## src/rtl/clock_pkg.sv

```systemverilog
`default_nettype none
// ============================================================================
// Module      : clock_pkg
// Description : Shared types and constants for the time-setting controller:
//               FSM state encoding, field widths, limits and wrap helpers.
// Revision    : 1.0 - initial release
// ============================================================================
package clock_pkg;

  localparam int HR_W  = 5;
  localparam int MIN_W = 6;

  localparam logic [HR_W-1:0]  MAX_HR  = 5'd23;
  localparam logic [MIN_W-1:0] MAX_MIN = 6'd59;

  typedef enum logic [1:0] {
    ST_RUN     = 2'd0,
    ST_SET_HR  = 2'd1,
    ST_SET_MIN = 2'd2
  } state_t;

  // Hour +1 with 23 -> 0 wrap; anything at or above the limit restarts at 0.
  function automatic logic [HR_W-1:0] hr_inc(input logic [HR_W-1:0] v);
    return (v >= MAX_HR) ? '0 : v + 5'd1;
  endfunction

  // Minute +1 with 59 -> 0 wrap.
  function automatic logic [MIN_W-1:0] min_inc(input logic [MIN_W-1:0] v);
    return (v >= MAX_MIN) ? '0 : v + 6'd1;
  endfunction

  // Out-of-range values from the time-of-day counter are captured as 0.
  function automatic logic [HR_W-1:0] hr_sanitize(input logic [HR_W-1:0] v);
    return (v > MAX_HR) ? '0 : v;
  endfunction

  function automatic logic [MIN_W-1:0] min_sanitize(input logic [MIN_W-1:0] v);
    return (v > MAX_MIN) ? '0 : v;
  endfunction

endpackage : clock_pkg
`default_nettype wire

```

## src/rtl/btn_debounce.sv

```systemverilog
`default_nettype none
// ============================================================================
// Module      : btn_debounce
// Description : Raw button conditioning: 2-FF synchronizer, debouncer that
//               accepts a new level after DB_CYCLES consecutive differing
//               samples, and a one-cycle press pulse on a debounced 0->1.
// Revision    : 1.0 - initial release
// ============================================================================
module btn_debounce #(
  parameter int DB_CYCLES = 1000000
) (
  input  logic clk,
  input  logic rst,
  input  logic i_btn,
  output logic o_press
);

  // Counter runs 0..DB_CYCLES-1; the level flips on the DB_CYCLES-th sample.
  localparam int              CNT_W   = (DB_CYCLES > 1) ? $clog2(DB_CYCLES) : 1;
  localparam logic [CNT_W-1:0] CNT_MAX = CNT_W'(DB_CYCLES - 1);

  logic             r_sync1;
  logic             r_sync2;
  logic             r_level;
  logic [CNT_W-1:0] r_cnt;
  logic             r_press;

  // Two-stage synchronizer for the asynchronous button input.
  always_ff @(posedge clk or posedge rst) begin
    if (rst) begin
      r_sync1 <= 1'b0;
      r_sync2 <= 1'b0;
    end else begin
      r_sync1 <= i_btn;
      r_sync2 <= r_sync1;
    end
  end

  // Debounce: count samples that disagree with the accepted level; a sample
  // that agrees restarts the count. Press fires only on an accepted rise.
  always_ff @(posedge clk or posedge rst) begin
    if (rst) begin
      r_level <= 1'b0;
      r_cnt   <= '0;
      r_press <= 1'b0;
    end else if (r_sync2 == r_level) begin
      r_cnt   <= '0;
      r_press <= 1'b0;
    end else if (r_cnt == CNT_MAX) begin
      r_level <= r_sync2;
      r_cnt   <= '0;
      r_press <= r_sync2;
    end else begin
      r_cnt   <= r_cnt + 1'b1;
      r_press <= 1'b0;
    end
  end

  assign o_press = r_press;

endmodule : btn_debounce
`default_nettype wire

```

## src/rtl/time_set_ctrl.sv

```systemverilog
`default_nettype none
// ============================================================================
// Module      : time_set_ctrl
// Description : Two-button time-setting controller. Mode steps RUN -> SET_HR
//               -> SET_MIN -> RUN (with a load strobe), inc bumps the field
//               being edited, and the edited field blinks via hr/min_blank.
// Revision    : 1.0 - initial release
// ============================================================================
module time_set_ctrl
  import clock_pkg::*;
#(
  parameter int DB_CYCLES    = 1000000,
  parameter int BLINK_CYCLES = 25000000
) (
  input  logic             clk,
  input  logic             rst,
  input  logic             btn_mode,
  input  logic             btn_inc,
  input  logic [HR_W-1:0]  cur_hr,
  input  logic [MIN_W-1:0] cur_min,
  output logic [HR_W-1:0]  set_hr,
  output logic [MIN_W-1:0] set_min,
  output logic             load,
  output logic             setting,
  output logic             hr_blank,
  output logic             min_blank
);

  localparam int              BL_W   = (BLINK_CYCLES > 1) ? $clog2(BLINK_CYCLES) : 1;
  localparam logic [BL_W-1:0] BL_MAX = BL_W'(BLINK_CYCLES - 1);

  logic w_mode_press;
  logic w_inc_press;

  state_t           r_state;
  state_t           w_state_nxt;
  logic             w_capture;
  logic             w_inc_hr;
  logic             w_inc_min;
  logic             w_load_nxt;
  logic             w_blink_clr;

  logic [BL_W-1:0]  r_bcnt;
  logic [BL_W-1:0]  w_bcnt_nxt;
  logic             r_phase;
  logic             w_phase_nxt;

  logic [HR_W-1:0]  r_set_hr;
  logic [MIN_W-1:0] r_set_min;
  logic             r_load;
  logic             r_setting;
  logic             r_hr_blank;
  logic             r_min_blank;

  btn_debounce #(
    .DB_CYCLES (DB_CYCLES)
  ) u_db_mode (
    .clk     (clk),
    .rst     (rst),
    .i_btn   (btn_mode),
    .o_press (w_mode_press)
  );

  btn_debounce #(
    .DB_CYCLES (DB_CYCLES)
  ) u_db_inc (
    .clk     (clk),
    .rst     (rst),
    .i_btn   (btn_inc),
    .o_press (w_inc_press)
  );

  // State register.
  always_ff @(posedge clk or posedge rst) begin
    if (rst) begin
      r_state <= ST_RUN;
    end else begin
      r_state <= w_state_nxt;
    end
  end

  // Next-state and edit controls; mode is checked first so it wins over inc.
  always_comb begin
    w_state_nxt = r_state;
    w_capture   = 1'b0;
    w_inc_hr    = 1'b0;
    w_inc_min   = 1'b0;
    w_load_nxt  = 1'b0;
    case (r_state)
      ST_RUN: begin
        if (w_mode_press) begin
          w_state_nxt = ST_SET_HR;
          w_capture   = 1'b1;
        end
      end
      ST_SET_HR: begin
        if (w_mode_press) begin
          w_state_nxt = ST_SET_MIN;
        end else if (w_inc_press) begin
          w_inc_hr = 1'b1;
        end
      end
      ST_SET_MIN: begin
        if (w_mode_press) begin
          w_state_nxt = ST_RUN;
          w_load_nxt  = 1'b1;
        end else if (w_inc_press) begin
          w_inc_min = 1'b1;
        end
      end
      default: begin
        w_state_nxt = ST_RUN;
      end
    endcase
  end

  // Blink restarts on any state change or accepted increment so freshly
  // entered or just-edited digits are shown immediately.
  assign w_blink_clr = (w_state_nxt != r_state) | w_inc_hr | w_inc_min;

  // Next blink counter / phase.
  always_comb begin
    w_bcnt_nxt  = r_bcnt;
    w_phase_nxt = r_phase;
    if ((w_state_nxt == ST_RUN) || w_blink_clr) begin
      w_bcnt_nxt  = '0;
      w_phase_nxt = 1'b0;
    end else if (r_bcnt == BL_MAX) begin
      w_bcnt_nxt  = '0;
      w_phase_nxt = ~r_phase;
    end else begin
      w_bcnt_nxt  = r_bcnt + 1'b1;
    end
  end

  // Blink counter and phase registers.
  always_ff @(posedge clk or posedge rst) begin
    if (rst) begin
      r_bcnt  <= '0;
      r_phase <= 1'b0;
    end else begin
      r_bcnt  <= w_bcnt_nxt;
      r_phase <= w_phase_nxt;
    end
  end

  // Edited time fields: change only on capture or increment.
  always_ff @(posedge clk or posedge rst) begin
    if (rst) begin
      r_set_hr  <= '0;
      r_set_min <= '0;
    end else if (w_capture) begin
      r_set_hr  <= hr_sanitize(cur_hr);
      r_set_min <= min_sanitize(cur_min);
    end else begin
      if (w_inc_hr) begin
        r_set_hr <= hr_inc(r_set_hr);
      end
      if (w_inc_min) begin
        r_set_min <= min_inc(r_set_min);
      end
    end
  end

  // Registered outputs decoded from next state so they align with r_state.
  always_ff @(posedge clk or posedge rst) begin
    if (rst) begin
      r_load      <= 1'b0;
      r_setting   <= 1'b0;
      r_hr_blank  <= 1'b0;
      r_min_blank <= 1'b0;
    end else begin
      r_load      <= w_load_nxt;
      r_setting   <= (w_state_nxt != ST_RUN);
      r_hr_blank  <= (w_state_nxt == ST_SET_HR) & w_phase_nxt;
      r_min_blank <= (w_state_nxt == ST_SET_MIN) & w_phase_nxt;
    end
  end

  assign set_hr    = r_set_hr;
  assign set_min   = r_set_min;
  assign load      = r_load;
  assign setting   = r_setting;
  assign hr_blank  = r_hr_blank;
  assign min_blank = r_min_blank;

endmodule : time_set_ctrl
`default_nettype wire

```

## config.mk

```make
export PLATFORM = sky130hd
export DESIGN_NAME = time_set_ctrl
export DESIGN_NICKNAME = d
export VERILOG_FILES = /design/src/rtl/clock_pkg.sv /design/src/rtl/btn_debounce.sv /design/src/rtl/time_set_ctrl.sv
export SDC_FILE = /design/constraint.sdc
export NUM_CORES = 1
export LEC_CHECK = 0
export CORE_ASPECT_RATIO = 0.5
export CORE_MARGIN = 3
export CORE_UTILIZATION = 45
export CTS_CLUSTER_DIAMETER = 100
export DETAILED_ROUTE_END_ITERATION = 8
export PLACE_DENSITY = 0.71
export SKIP_LAST_GASP = 1
export SYNTH_ARGS = -nofsm -noshare
export SYNTH_HDL_FRONTEND = slang
export SYNTH_SLANG_ARGS = --single-unit
```

## constraint.sdc

```tcl
create_clock -name clk -period 7.7 [get_ports clk]
set_clock_uncertainty 0.1 [all_clocks]
set_input_delay 0.77 -clock clk [delete_from_list [all_inputs] [get_ports clk]]
set_output_delay 0.77 -clock clk [all_outputs]
set_load 0.05 [all_outputs]
```

# == Word-level counts from Yosys, hierarchy flattened ==
# Index checks and enable logic that the tools add are counted.
# classes
n_bitwise,7
eq_ne,10
shift,0
n_lt_le_gt_ge,4
multipliers,0
mux,31
n_addsub,5
reduce_logical,8
n_div,0
# op_table
cell,n
20-bit two-way mux,4
25-bit two-way mux,2
20-bit by 1-bit adder with 20-bit output (second input constant),2
20-bit equality test (second input constant),2
25-bit by 1-bit adder with 25-bit output (second input constant),1
25-bit equality test (second input constant),1
6-bit two-way mux,4
5-bit two-way mux,4
1-bit two-way mux,13
6-bit by 1-bit adder with 6-bit output (second input constant),1
6-bit >= comparator (second input constant),1
6-bit greater-than comparator (second input constant),1
2-bit two-way mux,3
2-bit case mux with 3 select lines,1
2-bit nonzero test,3
5-bit by 1-bit adder with 5-bit output (second input constant),1
5-bit >= comparator (second input constant),1
5-bit greater-than comparator (second input constant),1
2-bit by 1-bit equality test with 1-bit output (second input constant),2
2-bit equality test (second input constant),2
2-bit zero test,2
2-bit AND reduction,2
1-bit NOT,3
1-bit AND,2
4 further kinds,6
# word_totals
ram_bits,0
latchBits,0
elab_cells,84
mem_bits_ro,0
ff_bits,91
mem_count,0
inputBits,15
output_inout_bits,15

# == Depth between registers and ports, before layout ==
# depth
ltp_word,8
depth_mapped,6

# == Hierarchy ==
# A second synthesis with hierarchy kept.
# hier_totals
hier_cells,466
area_unflattened_um2,4695.8
# modules_own_cells
mod,instances,area_each_um2,cells_each
btn_debounce,2,1188.6,108
time_set_ctrl,1,2318.5,250

# == Worst setup path after synthesis ==
# OpenSTA, ideal clock, no wires.
# synth_path
kind,reg2reg
start,reg r_bcnt[0]
end,reg r_bcnt[24]
path_stages_with_launch,7
setup_time_ns,0.087
slack_ns,5.412
period_less_slack_ns,2.288
arrival_ns,2.102
cell_sequence,dfrtp_1 > ha_1 > nand4_2 > or4_1 > clkbuf_2 > or4_1 > a211oi_2
# synth_between
elab_chain_cells,3
word_cells_on_any_way,4
# synth_rtl
item,line,source
"start, declared",time_set_ctrl.sv:43,logic [BL_W-1:0] r_bcnt;
"start signal, assigned",time_set_ctrl.sv:142,r_bcnt <= w_bcnt_nxt;
25-bit by 1-bit adder with 25-bit output or 25-bit equality test (tied branches),"time_set_ctrl.sv:132, time_set_ctrl.sv:128",
25-bit two-way mux *,time_set_ctrl.sv:128,end else if (r_bcnt == BL_MAX) begin
25-bit two-way mux *,time_set_ctrl.sv:125,if ((w_state_nxt == ST_RUN) || w_blink_clr) begin
named net w_bcnt_nxt[24],time_set_ctrl.sv:44,logic [BL_W-1:0] w_bcnt_nxt;
# The timed path passes the listed nets; every way through them passes the cells marked *.
# A chain may end at the register's enable or synchronous reset.

# == Final worst setup path ==
# layout_path
start,reg r_bcnt[0]
end,reg r_phase
# layout_between
elab_chain_cells,3
# layout_rtl
item,line,source
25-bit equality test,time_set_ctrl.sv:128,
1-bit two-way mux,time_set_ctrl.sv:128,
1-bit two-way mux,time_set_ctrl.sv:125,
named net w_phase_nxt,time_set_ctrl.sv:46,logic w_phase_nxt;
"end signal, assigned",time_set_ctrl.sv:143,r_phase <= w_phase_nxt;
"end, declared",time_set_ctrl.sv:45,logic r_phase;
# The timed path passes the listed nets, and every way through them passes these cells.

==> flow_summary.toml <==
[outcome]
status = "finished, final reports clean"

[logic_synthesis]
synth_largest_area_cell = "dfrtp_1"
synth_cells = 470
synth_area_leaders = "dfrtp_1 49%, xor2_1 4.2%, xnor2_1 3.4%, nor2_1 2.8%, or4_1 2.8%"
ys_seq_area_share_pct = 49.1
synthesis.area_mm2 = 0.00464
yosysWarnings = 0
synth.avg_cell_area_um2 = 9.87
synth_edf_count = 0
synth.top_cell.area_share_pct = 49.1
ys_seq_elements = 91
synth_commonest_cells = "91 x dfrtp_1, 34 x nor2_1, 28 x nand2_1"
yosys_most_used_dff = "dfrtp_1"
syn-num-nets = 490
async_flop_share_pct = 100
ys_types = 59
synth_most_common_cell = "dfrtp_1"

[worst_hold_path]
hold_depth = 0
min_to = "u_db_mode.r_sync2"
worst_hold_path_type = "reg2reg"
hold_path.startpoint = "u_db_mode.r_sync1"

[die]
core_area_mm2 = 0.00973
pin_count = 30
rows = 25
die_area_mm2 = 0.0116
initial_utilization_pct = 47.7
die_w_um = 150
fp.dieH_um = 77.8

[critical_path]
r2r_end = "r_phase"
crit_type = "reg2reg"
r2r_slack_ns = 5.02
regToRegStartpoint = "r_bcnt[0]"
crit_slowest_cell = "nor3_2"
rr_worst_depth = 6
end_kind = "register"
start_kind = "register"
max_stage_delay_ns = 0.74
path_cells = "ha_1 > and4_2 > nand2_1 > nor3_2 > buf_4 > mux2_2"
required_ns = 7.82
worstPathMaxFanout = 15
crit_arrival_ns = 2.80

[placement]
io_buffer_count = 29
dpl.hpwl_mm = 6.16
placed_area_mm2 = 0.00505
gp_congestion = 0.804
pre_cts_ws_ns = 4.99

[clocking]
cts_max_level = 3
ctsRootBufferMaster = "clkbuf_16"
cts_setup_buffers = 0
ctsHoldBuffers = 0
cts_tree = "built"
cts_resized = 0
insertion_delay_ns = 0.34
clk_pin_slew_ns = 0.07
cts-buffers-inserted = 9
clock_sinks = 91
cts_buffer_depth = 2

[global_routing]
grt_remaining_overflow = 0
grt_pass1_wl_mm = 16.2
antenna_found_initial = 0
grt_max_degree = 77
grt_pass1_vias = 3533
grt_usage_pct = 16.8

[layout]
final_area_mm2 = 0.00533
diodes = 0
num-nets-final = 515
area.growth.synth_to_final_pct = 14.9
post_route_cells_drive_above_1_share_pct = 7.40

[power_and_ir_drop]
ir_worst_vdd_mv = 0.0940
powerDensity_mw_per_mm2 = 174
leakage_nw = 2.08

[sta]
slew_violations = 0
layout_setup_ws_ns = 5.02
fin_crit_ns = 2.68
slew_headroom_pct = 37.2
worstMarginPinSlew_ns = 0.942
rsz0062_at_grt = "false"
hold_viol = 0
fmax_mhz = 373
fin_crit_sh_pct = 34.8
setup_tns_ns = 0
setup_viol_count_final = 0

[route]
firstDrtPassIters = 4
routedWlPerCell_um = 14.1
route.detailed.drc = 0
drt_iter0_markers = 133
drt-vias-per-instance = 5.60
vias = 3559
ant_nets = 0
wirelength_mm = 8.97

[flow_run]
cap_violations = 0
critical path: cells and delay by family, from the launching register on:
family / cells / cell delay (ns)
multiplexers: 1 / 0.35
buffers and inverters: 1 / 0.35
adder cells (fa/ha/maj): 1 / 0.26
flip-flops: 1 / 0.41
AND/OR/NAND/NOR: 3 / 1.09
placed cells by master, fill, tap and decap left out, types with 3 or more instances in the layout:
master | synthesis | final
a211oi_1 | 8 | 8
a21o_1 | 3 | 3
a21oi_1 | 22 | 22
a31oi_1 | 4 | 4
a32oi_1 | 3 | 3
and2_1 | 3 | 3
and3_1 | 14 | 14
and4_1 | 5 | 5
buf_4 | 1 | 3
clkbuf_16 | 0 | 9
clkdlybuf4s50_1 | 0 | 29
dfrtp_1 | 91 | 91
ha_1 | 5 | 5
inv_1 | 14 | 13
inv_6 | 0 | 3
nand2_1 | 28 | 28
nand2b_1 | 4 | 4
nand3_1 | 25 | 25
nand3b_1 | 3 | 3
nand4_1 | 16 | 16
nor2_1 | 34 | 34
nor3_1 | 24 | 24
nor3b_1 | 4 | 4
nor4_1 | 8 | 8
o21ai_0 | 19 | 19
o31ai_1 | 11 | 11
or3_1 | 9 | 9
or3_2 | 3 | 3
or4_1 | 17 | 17
xnor2_1 | 18 | 18
xor2_1 | 22 | 22
worst max path at each step:
stage	startpoint	to	slack [ns]	depth (start not counted)
3_3_place_gp	r_bcnt[0]	r_phase	5.05	6
2_1_floorplan	rst	hr_blank	4.47	1
6_report	r_bcnt[0]	r_phase	5.02	6
5_1_grt	r_bcnt[0]	r_phase	4.83	6
4_1_cts	r_bcnt[0]	r_phase	4.99	6
3_5_place_dp	r_bcnt[0]	r_phase	4.99	6
state kept, by name (all words and copies together) (netlist names), 2 cells and up:
name,cells
u_db_mode.r_cnt,20
set_hr,5
u_db_inc.r_cnt,20
set_min,6
r_state,2
r_bcnt,25
power breakdown:
group	internal (W)	switching, W	total [W]
clock network	0.000224	0.000192	0.000416
logic	0.0000102	0.0000164	0.0000266
registers	0.000481	0.00000392	0.000485
total	0.000716	0.000212	0.000928
layer usage:
layer | vias to the layer above | track usage, % | wire length (µm)
met5 | - | 0 | 0
met4 | 0 | 5.02 | 118
met3 | 12 | 4.67 | 219
met2 | 36 | 26.4 | 4160
met1 | 1712 | 22.8 | 4470
li1 | 1799 | - | -
per-stage QoR:
stage	cells	hold slack, ns	utilization, %	total power, W
6_report	635	0.249	54.8	0.000928
5_1_grt	635	0.258	54.8	0.000967
4_1_cts	635	0.251	54.8	0.000943
3_5_place_dp	619	0.236	51.9	0.000522
3_3_place_gp	619	0.236	51.9	0.000522
2_1_floorplan	470	0.231	-	0.000508
kinds of logic (layout without fill, tap and decap cells):
family	Yosys count	count (layout)	synth area share, %
AO/OA/AOI/OAI	83	83	11.8
adder cells (fa/ha/maj)	5	5	1.35
buffers and inverters	32	62	2.75
multiplexers	5	5	1.16
AND/OR/NAND/NOR	214	214	26.3
flip-flops	91	91	49.1
XOR/XNOR	40	40	7.55
layout make-up:
cell class / instances / area (µm²)
clock buffers: 9 / 225
clock inverters: 7 / 58.8
fillers: 848 / 4400
inverters: 14 / 53.8
multi-input cells: 347 / 2240
flip-flops and latches: 91 / 2280
well taps: 135 / 169
repair buffers: 32 / 313
(Power assumes the default switching activity.)
